$ cat src/rtl/mem_stage_unit_pkg.sv
// Shared types for the MEM stage: FSM state and the MEM/WB register bundle.
// Latency: n/a (types and constants only).
// Backpressure: n/a.
package mem_stage_unit_pkg;

    localparam int XLEN = 32;

    typedef enum logic {
        IDLE = 1'b0,
        WAIT = 1'b1
    } state_t;

    typedef struct packed {
        logic            regwrite;
        logic            memtoreg;
        logic [XLEN-1:0] alu_result;
        logic [XLEN-1:0] mem_data;
        logic [4:0]      rd;
    } memwb_t;

    // A bubble carries no register write and no data.
    localparam memwb_t MEMWB_BUBBLE = '0;

endpackage

$ cat src/rtl/mem_stage_unit_wait_timer.sv
// Counts cycles spent waiting for a memory ack; flags the final allowed cycle.
// Latency: timeout_o is combinational from the registered count.
// Backpressure: none; start/clear zero the count, tick advances it.
module mem_wait_timer #(
    parameter int MAX_WAIT = 64
) (
    input  logic clk_i,
    input  logic rst_i,
    input  logic start_i,
    input  logic clear_i,
    input  logic tick_i,
    output logic timeout_o
);

    localparam int CW = 8;

    logic [CW-1:0] count;

    // Count restarts on each issue and on completion; ticks once per unacked wait cycle.
    always_ff @(posedge clk_i or posedge rst_i) begin
        if (rst_i) begin
            count <= '0;
        end else if (start_i || clear_i) begin
            count <= '0;
        end else if (tick_i) begin
            count <= count + 8'd1;
        end
    end

    assign timeout_o = (count == CW'(MAX_WAIT - 1));

endmodule

$ cat src/rtl/mem_stage_unit.sv
// MEM stage: resolves branches, runs loads/stores over req/ack, writes MEM/WB.
// Latency: 1 cycle for non-memory ops; memory ops take issue + ack cycles (min 2).
// Backpressure: stall_o holds upstream while an access is in flight or being issued.
module mem_stage_unit
    import mem_stage_unit_pkg::*;
#(
    parameter int MAX_WAIT = 64
) (
    input  logic            clk_i,
    input  logic            rst_i,
    input  logic [XLEN-1:0] ALUResult_i,
    input  logic [XLEN-1:0] RS2data_i,
    input  logic            Zero_i,
    input  logic [XLEN-1:0] pc_branch_i,
    input  logic            Branch_i,
    input  logic            MemRead_i,
    input  logic            MemtoReg_i,
    input  logic            MemWrite_i,
    input  logic            RegWrite_i,
    input  logic [4:0]      RDaddr_i,
    output logic            mem_req_o,
    output logic            mem_we_o,
    output logic [XLEN-1:0] mem_addr_o,
    output logic [XLEN-1:0] mem_wdata_o,
    input  logic            mem_ack_i,
    input  logic [XLEN-1:0] mem_rdata_i,
    output logic            stall_o,
    output logic            PCSrc_o,
    output logic [XLEN-1:0] pc_branch_o,
    output logic            RegWrite_o,
    output logic            MemtoReg_o,
    output logic [XLEN-1:0] ALUResult_o,
    output logic [XLEN-1:0] MemData_o,
    output logic [4:0]      RDaddr_o,
    output logic            mem_err_o
);

    state_t          state, state_nxt;
    memwb_t          memwb, memwb_nxt;
    logic            access;
    logic            timeout_raw;
    logic            timeout;
    logic            req_nxt;
    logic            we_nxt;
    logic [XLEN-1:0] addr_nxt;
    logic [XLEN-1:0] wdata_nxt;
    logic            err_nxt;
    logic            tmr_start;
    logic            tmr_clear;
    logic            tmr_tick;

    mem_wait_timer #(
        .MAX_WAIT (MAX_WAIT)
    ) u_timer (
        .clk_i     (clk_i),
        .rst_i     (rst_i),
        .start_i   (tmr_start),
        .clear_i   (tmr_clear),
        .tick_i    (tmr_tick),
        .timeout_o (timeout_raw)
    );

    assign access      = MemRead_i | MemWrite_i;
    assign timeout     = (state == WAIT) & timeout_raw;
    assign PCSrc_o     = Branch_i & Zero_i;
    assign pc_branch_o = pc_branch_i;
    // Reset drops any in-flight access at once, so the stall must drop with it
    // even though EX/MEM may still be presenting a memory op.
    assign stall_o     = ~rst_i & (((state == IDLE) & access) |
                                   ((state == WAIT) & ~mem_ack_i & ~timeout));

    assign RegWrite_o  = memwb.regwrite;
    assign MemtoReg_o  = memwb.memtoreg;
    assign ALUResult_o = memwb.alu_result;
    assign MemData_o   = memwb.mem_data;
    assign RDaddr_o    = memwb.rd;

    // State, memory request and MEM/WB registers; everything clears asynchronously.
    always_ff @(posedge clk_i or posedge rst_i) begin
        if (rst_i) begin
            state       <= IDLE;
            memwb       <= MEMWB_BUBBLE;
            mem_req_o   <= 1'b0;
            mem_we_o    <= 1'b0;
            mem_addr_o  <= '0;
            mem_wdata_o <= '0;
            mem_err_o   <= 1'b0;
        end else begin
            state       <= state_nxt;
            memwb       <= memwb_nxt;
            mem_req_o   <= req_nxt;
            mem_we_o    <= we_nxt;
            mem_addr_o  <= addr_nxt;
            mem_wdata_o <= wdata_nxt;
            mem_err_o   <= err_nxt;
        end
    end

    // Next-state: issue from IDLE, complete or abort from WAIT; ack beats timeout.
    always_comb begin
        state_nxt = state;
        memwb_nxt = memwb;
        req_nxt   = mem_req_o;
        we_nxt    = mem_we_o;
        addr_nxt  = mem_addr_o;
        wdata_nxt = mem_wdata_o;
        err_nxt   = mem_err_o;
        tmr_start = 1'b0;
        tmr_clear = 1'b0;
        tmr_tick  = 1'b0;
        case (state)
            IDLE: begin
                if (access) begin
                    addr_nxt  = ALUResult_i;
                    wdata_nxt = MemRead_i ? '0 : RS2data_i;
                    we_nxt    = MemWrite_i & ~MemRead_i;
                    req_nxt   = 1'b1;
                    tmr_start = 1'b1;
                    memwb_nxt = MEMWB_BUBBLE;
                    state_nxt = WAIT;
                end else begin
                    memwb_nxt.regwrite   = RegWrite_i;
                    memwb_nxt.memtoreg   = MemtoReg_i;
                    memwb_nxt.alu_result = ALUResult_i;
                    memwb_nxt.mem_data   = '0;
                    memwb_nxt.rd         = RDaddr_i;
                end
            end
            WAIT: begin
                if (mem_ack_i) begin
                    memwb_nxt.regwrite   = RegWrite_i;
                    memwb_nxt.memtoreg   = MemtoReg_i;
                    memwb_nxt.alu_result = ALUResult_i;
                    memwb_nxt.mem_data   = mem_we_o ? '0 : mem_rdata_i;
                    memwb_nxt.rd         = RDaddr_i;
                    req_nxt              = 1'b0;
                    tmr_clear            = 1'b1;
                    state_nxt            = IDLE;
                end else if (timeout) begin
                    memwb_nxt = MEMWB_BUBBLE;
                    req_nxt   = 1'b0;
                    err_nxt   = 1'b1;
                    tmr_clear = 1'b1;
                    state_nxt = IDLE;
                end else begin
                    tmr_tick = 1'b1;
                end
            end
            default: begin
                state_nxt = IDLE;
            end
        endcase
    end

endmodule
$ cat config.mk
export PLATFORM = sky130hd
export DESIGN_NAME = mem_stage_unit
export DESIGN_NICKNAME = d
export VERILOG_FILES = /design/src/rtl/mem_stage_unit_pkg.sv /design/src/rtl/mem_stage_unit_wait_timer.sv /design/src/rtl/mem_stage_unit.sv
export SDC_FILE = /design/constraint.sdc
export NUM_CORES = 1
export LEC_CHECK = 0
export CORE_MARGIN = 2
export CORE_UTILIZATION = 39
export CTS_CLUSTER_SIZE = 30
export DETAILED_ROUTE_END_ITERATION = 10
export GPL_ROUTABILITY_DRIVEN = 0
export PLACE_DENSITY = 0.81
export SYNTH_ARGS = -nofsm -noshare
export SYNTH_HDL_FRONTEND = slang
export SYNTH_SLANG_ARGS = --single-unit
$ cat constraint.sdc
create_clock -name clk_i -period 7.2 [get_ports clk_i]
set_input_delay 1.8 -clock clk_i [delete_from_list [all_inputs] [get_ports clk_i]]
set_output_delay 1.8 -clock clk_i [all_outputs]
set_load 0.02 [all_outputs]
## Word-level counts from Yosys, hierarchy flattened

Index checks and enable logic that the tools add are counted.

| word-level totals | value |
|---|---|
| input port bits | 142 |
| register bits | 147 |
| word-level logic and storage cells | 56 |

| cells by class | value |
|---|---|
| add/subtract/negate cells | 1 |
| muxes and demuxes | 21 |
| reductions and logical operators | 5 |
| bitwise gates (word level) | 14 |
| equality and inequality tests | 3 |

Operators by type and width:

| cell | number |
|---|---|
| 71-bit two-way mux | 3 |
| 71-bit one-hot mux with 2 select lines | 1 |
| 32-bit two-way mux | 2 |
| 8-bit two-way mux | 2 |
| 1-bit two-way mux | 11 |
| 8-bit by 1-bit adder with 8-bit output (second input constant) | 1 |
| 8-bit by 6-bit equality test with 1-bit output (second input constant) | 1 |
| 1-bit AND | 7 |
| 1-bit inverter | 5 |
| 1-bit one-hot mux with 2 select lines | 2 |
| 2-bit AND reduction | 2 |
| 3-bit by 2-bit != test with 1-bit output (second input constant) | 1 |
| 3-bit AND reduction | 1 |
| 2-bit != test (second input constant) | 1 |
| 1-bit OR | 2 |
| 2-bit nonzero test | 1 |
| 1-bit logical OR | 1 |

## Depth between registers and ports, before layout

Gate-level depths: netlist of the first run.

| depth | value |
|---|---|
| depth after elaboration | 7 |
| mapped depth | 7 |
| gate-level depth less buffers | 5 |

## Modules after synthesis

A second synthesis of the first run with hierarchy kept.

| second synthesis, totals | value |
|---|---|
| cells, all modules | 445 |
| area total of the unflattened synthesis | 6114.6 sq um |

Modules (own cells, without submodules):

| module | sequential area each (sq um) | times used | area each (sq um) | cells each |
|---|---|---|---|---|
| mem_stage_unit | 3478.3 | 1 | 5715.5 | 404 |
| mem_wait_timer | 200.2 | 1 | 399.1 | 41 |

## Least setup slack after synthesis of the first run

OpenSTA, ideal clock, no wires.

| path | value |
|---|---|
| path type | input to output |
| from | input port MemWrite_i |
| to | output port stall_o |
| setup slack | 2639 ps |
| data required time | 5400 ps |
| cell stages on the path | 4 |
| data arrival time | 2761 ps |
| cells stage by stage | o21bai_1 buf_2 clkbuf_1 a21oi_1 |

| on the way | value |
|---|---|
| word-level cells in the longest chain between the ends | 4 |

Ends and longest elaborated chain:

| element | RTL line | source |
|---|---|---|
| from (decl) | mem_stage_unit.sv:18 | `input logic MemWrite_i,` |
| 1-bit OR | mem_stage_unit.sv:63 | `assign access = MemRead_i \| MemWrite_i;` |
| 1-bit AND | mem_stage_unit.sv:69 | `assign stall_o = ~rst_i & (((state == IDLE) & access) \|` |
| 1-bit OR | mem_stage_unit.sv:69 |  |
| 1-bit AND | mem_stage_unit.sv:69 |  |
| to (decl) | mem_stage_unit.sv:27 | `output logic stall_o,` |

Every way passes these cells.

## Final worst setup path of the first run

| path | value |
|---|---|
| from | input port mem_ack_i |
| to | output port stall_o |

| on the way | value |
|---|---|
| word-level cells in the longest chain between the ends | 5 |

Ends and longest elaborated chain:

| element | RTL line | source |
|---|---|---|
| from (decl) | mem_stage_unit.sv:25 | `input logic mem_ack_i,` |
| 1-bit inverter | mem_stage_unit.sv:70 | `((state == WAIT) & ~mem_ack_i & ~timeout));` |
| 1-bit AND (2 in a row) | mem_stage_unit.sv:70 |  |
| 1-bit OR | mem_stage_unit.sv:69 |  |
| 1-bit AND | mem_stage_unit.sv:69 |  |

Every way passes these cells.

==> results of run 1 <==
[layout make-up]
| cell class | instances | area, µm² |
|---|---|---|
| Sequential cell | 147 | 3679 |
| Inverter | 1 | 8.758 |
| Fill cell | 1080 | 5379 |
| Clock buffer | 20 | 446.7 |
| Timing Repair Buffer | 254 | 2530 |
| Clock inverter | 12 | 131.4 |
| Tap cell | 180 | 225.2 |
| Multi-Input combinational cell | 185 | 1589 |
[cell usage after synthesis (all sizes together)]
cell type	n	area share
a21o	4	0.0053
a21oi	1	0.00089
a22o	106	0.16
a31o	1	0.0016
a32o	1	0.0018
and2	1	0.0011
and2b	1	0.0013
and3	2	0.0022
buf	47	0.062
clkbuf	10	0.0067
dfrtp	147	0.65
ha	1	0.0022
inv	1	0.00067
mux2	32	0.064
nand2	11	0.0073
nand2b	1	0.0011
nand3	3	0.0027
nand4	1	0.0011
nor2	3	0.0020
nor2b	1	0.0011
nor3	2	0.0018
nor3b	2	0.0027
o21ai	7	0.0062
o21bai	1	0.0013
o41a	1	0.0020
o41ai	1	0.0029
or3	1	0.0011
[metrics by stage]
stage	cell area, µm²	utilization	hold slack [ns]	cells
2_1_floorplan	5638	-	0.4795	390
3_3_place_gp	8031	0.5742	0.4622	767
3_5_place_dp	8031	0.5742	0.4648	767
4_1_cts	8610	0.6155	0.4782	799
5_1_grt	8610	0.6155	0.5022	799
6_report	8610	0.6155	0.4702	799
[worst max-delay path: cells and delay by family]
kind	cells	cell delay (ns)
and+or+nand+nor	1	0.31
AOI/OAI and AO/OA	2	0.33
buffers and inverters	2	1.05
[kinds of logic (layout without fill, tap and decap cells)]
family | after synthesis | in the layout | synth area share
AO/OA/AOI/OAI | 123 | 123 | 0.1866
adder cells (fa/ha/maj) | 1 | 1 | 0.002219
buffers and inverters | 58 | 287 | 0.06924
flip-flops | 147 | 147 | 0.6525
multiplexers | 32 | 32 | 0.06392
AND/OR/NAND/NOR | 29 | 29 | 0.02552
[layer usage]
layer | global-route usage | wire (µm)
met5 | 0 | 0
met4 | 0.07336 | 300
met3 | 0.07100 | 1242
met2 | 0.3163 | 7309
met1 | 0.2281 | 5904
[registers in the layout, indices dropped and copies added (netlist names)]
| name | count |
|---|---|
| ALUResult_o | 32 |
| MemData_o | 32 |
| MemtoReg_o | 1 |
| RDaddr_o | 5 |
| RegWrite_o | 1 |
| mem_addr_o | 32 |
| mem_err_o | 1 |
| mem_req_o | 1 |
| mem_wdata_o | 32 |
| mem_we_o | 1 |
| state | 1 |
| u_timer.count | 8 |
[power groups by stage]
stage / sequential, mW / clock [mW] / combinational (mW)
floorplan: 1.31 / 0 / 0.281
global placement: 1.10 / 0 / 0.919
detailed placement: 1.11 / 0 / 0.939
CTS: 1.10 / 0.869 / 0.942
global route: 1.12 / 0.915 / 0.979
finish: 1.10 / 0.849 / 0.929
[path summary, 6_finish.rpt]
| path | from | slack, ns | cells after the start | end |
|---|---|---|---|---|
| max in group asynchronous | rst_i | 4.03 | 3 | mem_wdata_o[15] |
| max | mem_ack_i | 1.92 | 5 | stall_o |
| min in group asynchronous | rst_i | 1.93 | 2 | state |
| min | mem_err_o | 0.47 | 1 | mem_err_o |
| max reg2reg | u_timer.count[0] | 4.78 | 6 | u_timer.count[4] |
| min reg2reg | mem_err_o | 0.47 | 1 | mem_err_o |
==> run metrics, run 1 <==
Die Area 15,430 µm²; commonest non-fill, non-tap cell in the layout clkdlybuf4s50_1; slew margin rel. 0.1683; Mapped Avg Cell Area 14.46 µm²; Worst path max stage delay 0.62 ns; Max Clk Rate 189.3 MHz; Cell Pwr Density 334.4 nW/µm²; drt first-iter violations 193; gr ovfl total 0; syn nets 533; Setup Fix Bufs, Post-CTS 0; Crit path top cell by count clkdlybuf4s50_1; Max-Cap Viols 0; post-CTS sizing 0; CTS max path bufs 2; CP Capture Type primary output; I/O Buffers 249; largest net degree at the start of global routing 94; Yosys reg bits 147; Worst-Skew Late Latency 0.41 ns; n_diodes 0; # DRC 0; overall power consumption 2.879 mW; Hold-fix buffers, CTS 0; Starting Density 0.4030; min-delay worst type reg2reg; Vias 4,144; CTS tree yes; endpoints failing setup 0; All-Layer GR Usage 0.1915; Cells after Synth 390; Die W 124.2 µm; maximum fanout along the worst path 6; status completed; Synth Cell Area 5638 µm²; core area 13,990 µm²; NetSw 889.3 µW; final setup margin 1.917 ns; I/O pins 314; clk_skew 0.007487 ns; Die Height 124.2 µm; most frequent cells in the layout clkdlybuf4s50_1, dfrtp_1, a22o_1; Reg power frac 0.382; Hold Fails Final Rpt 0; share of cells above drive strength 1 0.1018; CTS sink count 147; sw frac 0.3089; maximum vdd ir drop 0.1588 mV; Yosys cell types 31; crit path DAT 3.48 ns; final critical-path required period 5.283 ns; number of global-route vias before repair 4,351; clock share of power 0.295; sequential area share after synthesis 0.6525; first-pass GRT wire length 23,620 µm; Area Growth Syn to Fin 52.71%; Tcrit/Tclk final 0.7338; DR pass1 iterations 4; Data required, critical path 5.40 ns; H-Tree Depth 4; setup TNS 0 ns; Routed WL 14,760 µm; Inserted Clock Buffers 17; Routed Antenna Nets 0; drt via density 5.186; clock root cell clkbuf_16; CTS clk-pin slew, worst paths 0.06 ns; dpl ws 1.918 ns; slowest CP cell clkdlybuf4s50_1; Combinational Power Share 0.323; Slew @ Worst Pin 1.246 ns; leakage 3.812 nW; crit-path cells clkdlybuf4s50_1 -> and2b_1 -> o41ai_2 -> a21oi_1 -> clkdlybuf4s50_1; Final #Nets 749; Worst Setup Path Type in2out; Internal 1.989 mW; row count 43; RSZ-0062 raised after global routing false; initial antenna violation count 0; Max Slew Vio Count 0; yosys warns 0; DP HPWL 10,390 µm; Setup crit start kind input pin; wire per inst 18.47 µm
Power figures use the tool's default switching activity.
==> inputs of run 2 (changes only) <==
Clock period 7.2 ns to 5.35 ns, I/O delays scaled along.
==> run metrics, run 2 (same netlist as run 1, synthesis figures left out) <==
CTS clk-pin slew, worst paths 0.06 ns; Data required, critical path 4.01 ns; Final #Nets 750; DP HPWL 10,460 µm; wire per inst 18.86 µm; row count 43; clk_skew 0.009352 ns; share of cells above drive strength 1 0.1034; initial antenna violation count 0; Worst-Skew Late Latency 0.41 ns; commonest non-fill, non-tap cell in the layout clkdlybuf4s50_1; Die Area 15,430 µm²; Worst Setup Path Type in2out; Hold-fix buffers, CTS 0; # DRC 0; Max Clk Rate 227.9 MHz; Area Growth Syn to Fin 53.86%; maximum fanout along the worst path 6; first-pass GRT wire length 24,200 µm; final instance area 8675 µm²; final hold slack 0.4919 ns; Setup Fix Bufs, Post-CTS 0; DR pass1 iterations 4; Final Util 0.6201; leakage 3.857 nW; H-Tree Depth 4; Inserted Clock Buffers 17; Hold Fails Final Rpt 0; most frequent cells in the layout clkdlybuf4s50_1, dfrtp_1, a22o_1; drt via density 5.268; CTS sink count 147; I/O Buffers 249; n_diodes 0; Die Height 124.2 µm; Max-Cap Viols 0; clock root cell clkbuf_16; overall power consumption 3.994 mW; CTS tree yes; r2r setup slk 2.97 ns; setup TNS 0 ns; status completed; Routed Antenna Nets 0; Routed WL 15,070 µm; core area 13,990 µm²; drt first-iter violations 196; Setup crit start kind input pin; Slew @ Worst Pin 1.255 ns; maximum vdd ir drop 0.2195 mV; RSZ-0062 raised after global routing false; crit path DAT 3.05 ns; All-Layer GR Usage 0.1957; filler instances 1,038; largest net degree at the start of global routing 96; post-CTS sizing 0; Vias 4,209; final critical-path required period 4.388 ns; gr ovfl total 0; Die W 124.2 µm; endpoints failing setup 0; I/O pins 314; CTS max path bufs 2; area of the multi-input gates 1589 µm²; FF+latch area 3679 µm²; slew margin rel. 0.1622; Tcrit/Tclk final 0.8202; dpl cell area 8039 µm²; number of global-route vias before repair 4,442; Cell Pwr Density 460.4 nW/µm²; Starting Density 0.4030; CP Capture Type primary output; min-delay worst type reg2reg; Max Slew Vio Count 0
==> run 2: changes by cell type in the layout (fill, tap and decap cells not counted), sizes merged <==
cell      previous run  this run
inv                  2         1
bufinv               2         4
clkinvlp             4         1
clkinv               5         4
buf                  5         6
clkbuf              20        22
==> run 2: routing by layer <==
metal,global-route usage,share of wire,vias to the layer above,routed length (µm)
met2,0.3153,0.49,233,7336
met1,0.2329,0.40,2085,6012
met5,0,0,-,0
met3,0.08176,0.094,31,1410
met4,0.07799,0.021,0,314
li1,-,-,1860,-
==> run 2: path summary, 6_finish.rpt <==
| path | startpoint | to | cells after the start |
|---|---|---|---|
| max in group asynchronous | rst_i | RDaddr_o[3] | 3 |
| worst min register to register | mem_addr_o[16] | mem_addr_o[16] | 1 |
| worst max-delay path | mem_ack_i | stall_o | 5 |
| min in group asynchronous | rst_i | state | 2 |
| worst max register to register | u_timer.count[0] | MemData_o[26] | 5 |
| worst min-delay path | mem_addr_o[16] | mem_addr_o[16] | 1 |
==> run 2: cell type report <==
type / count / area share
Sequential cell: 147 / 0.4241
Clock inverter: 9 / 0.01745
Multi-Input combinational cell: 185 / 0.1832
Timing Repair Buffer: 255 / 0.2925
Tap cell: 180 / 0.02596
Inverter: 1 / 0.001010
Clock buffer: 22 / 0.05582
==> run 2: power breakdown <==
group / switching, mW / internal (mW)
Combinational: 0.616 / 0.636
Sequential: 0.137 / 1.34
Clock: 0.435 / 0.826
Total: 1.19 / 2.81
==> run 2: critical path: stages <==
cell	delay, ns
clkdlybuf4s50_1	0.43
and2b_1	0.32
o41ai_2	0.17
a21oi_1	0.17
clkdlybuf4s50_1	0.62
==> run 2: stage by stage <==
step	worst slack [ns]	std cells
2_1_floorplan	0.06117	390
3_3_place_gp	1.008	768
3_5_place_dp	0.9588	768
4_1_cts	0.9609	799
5_1_grt	0.8754	799
6_report	0.9621	799
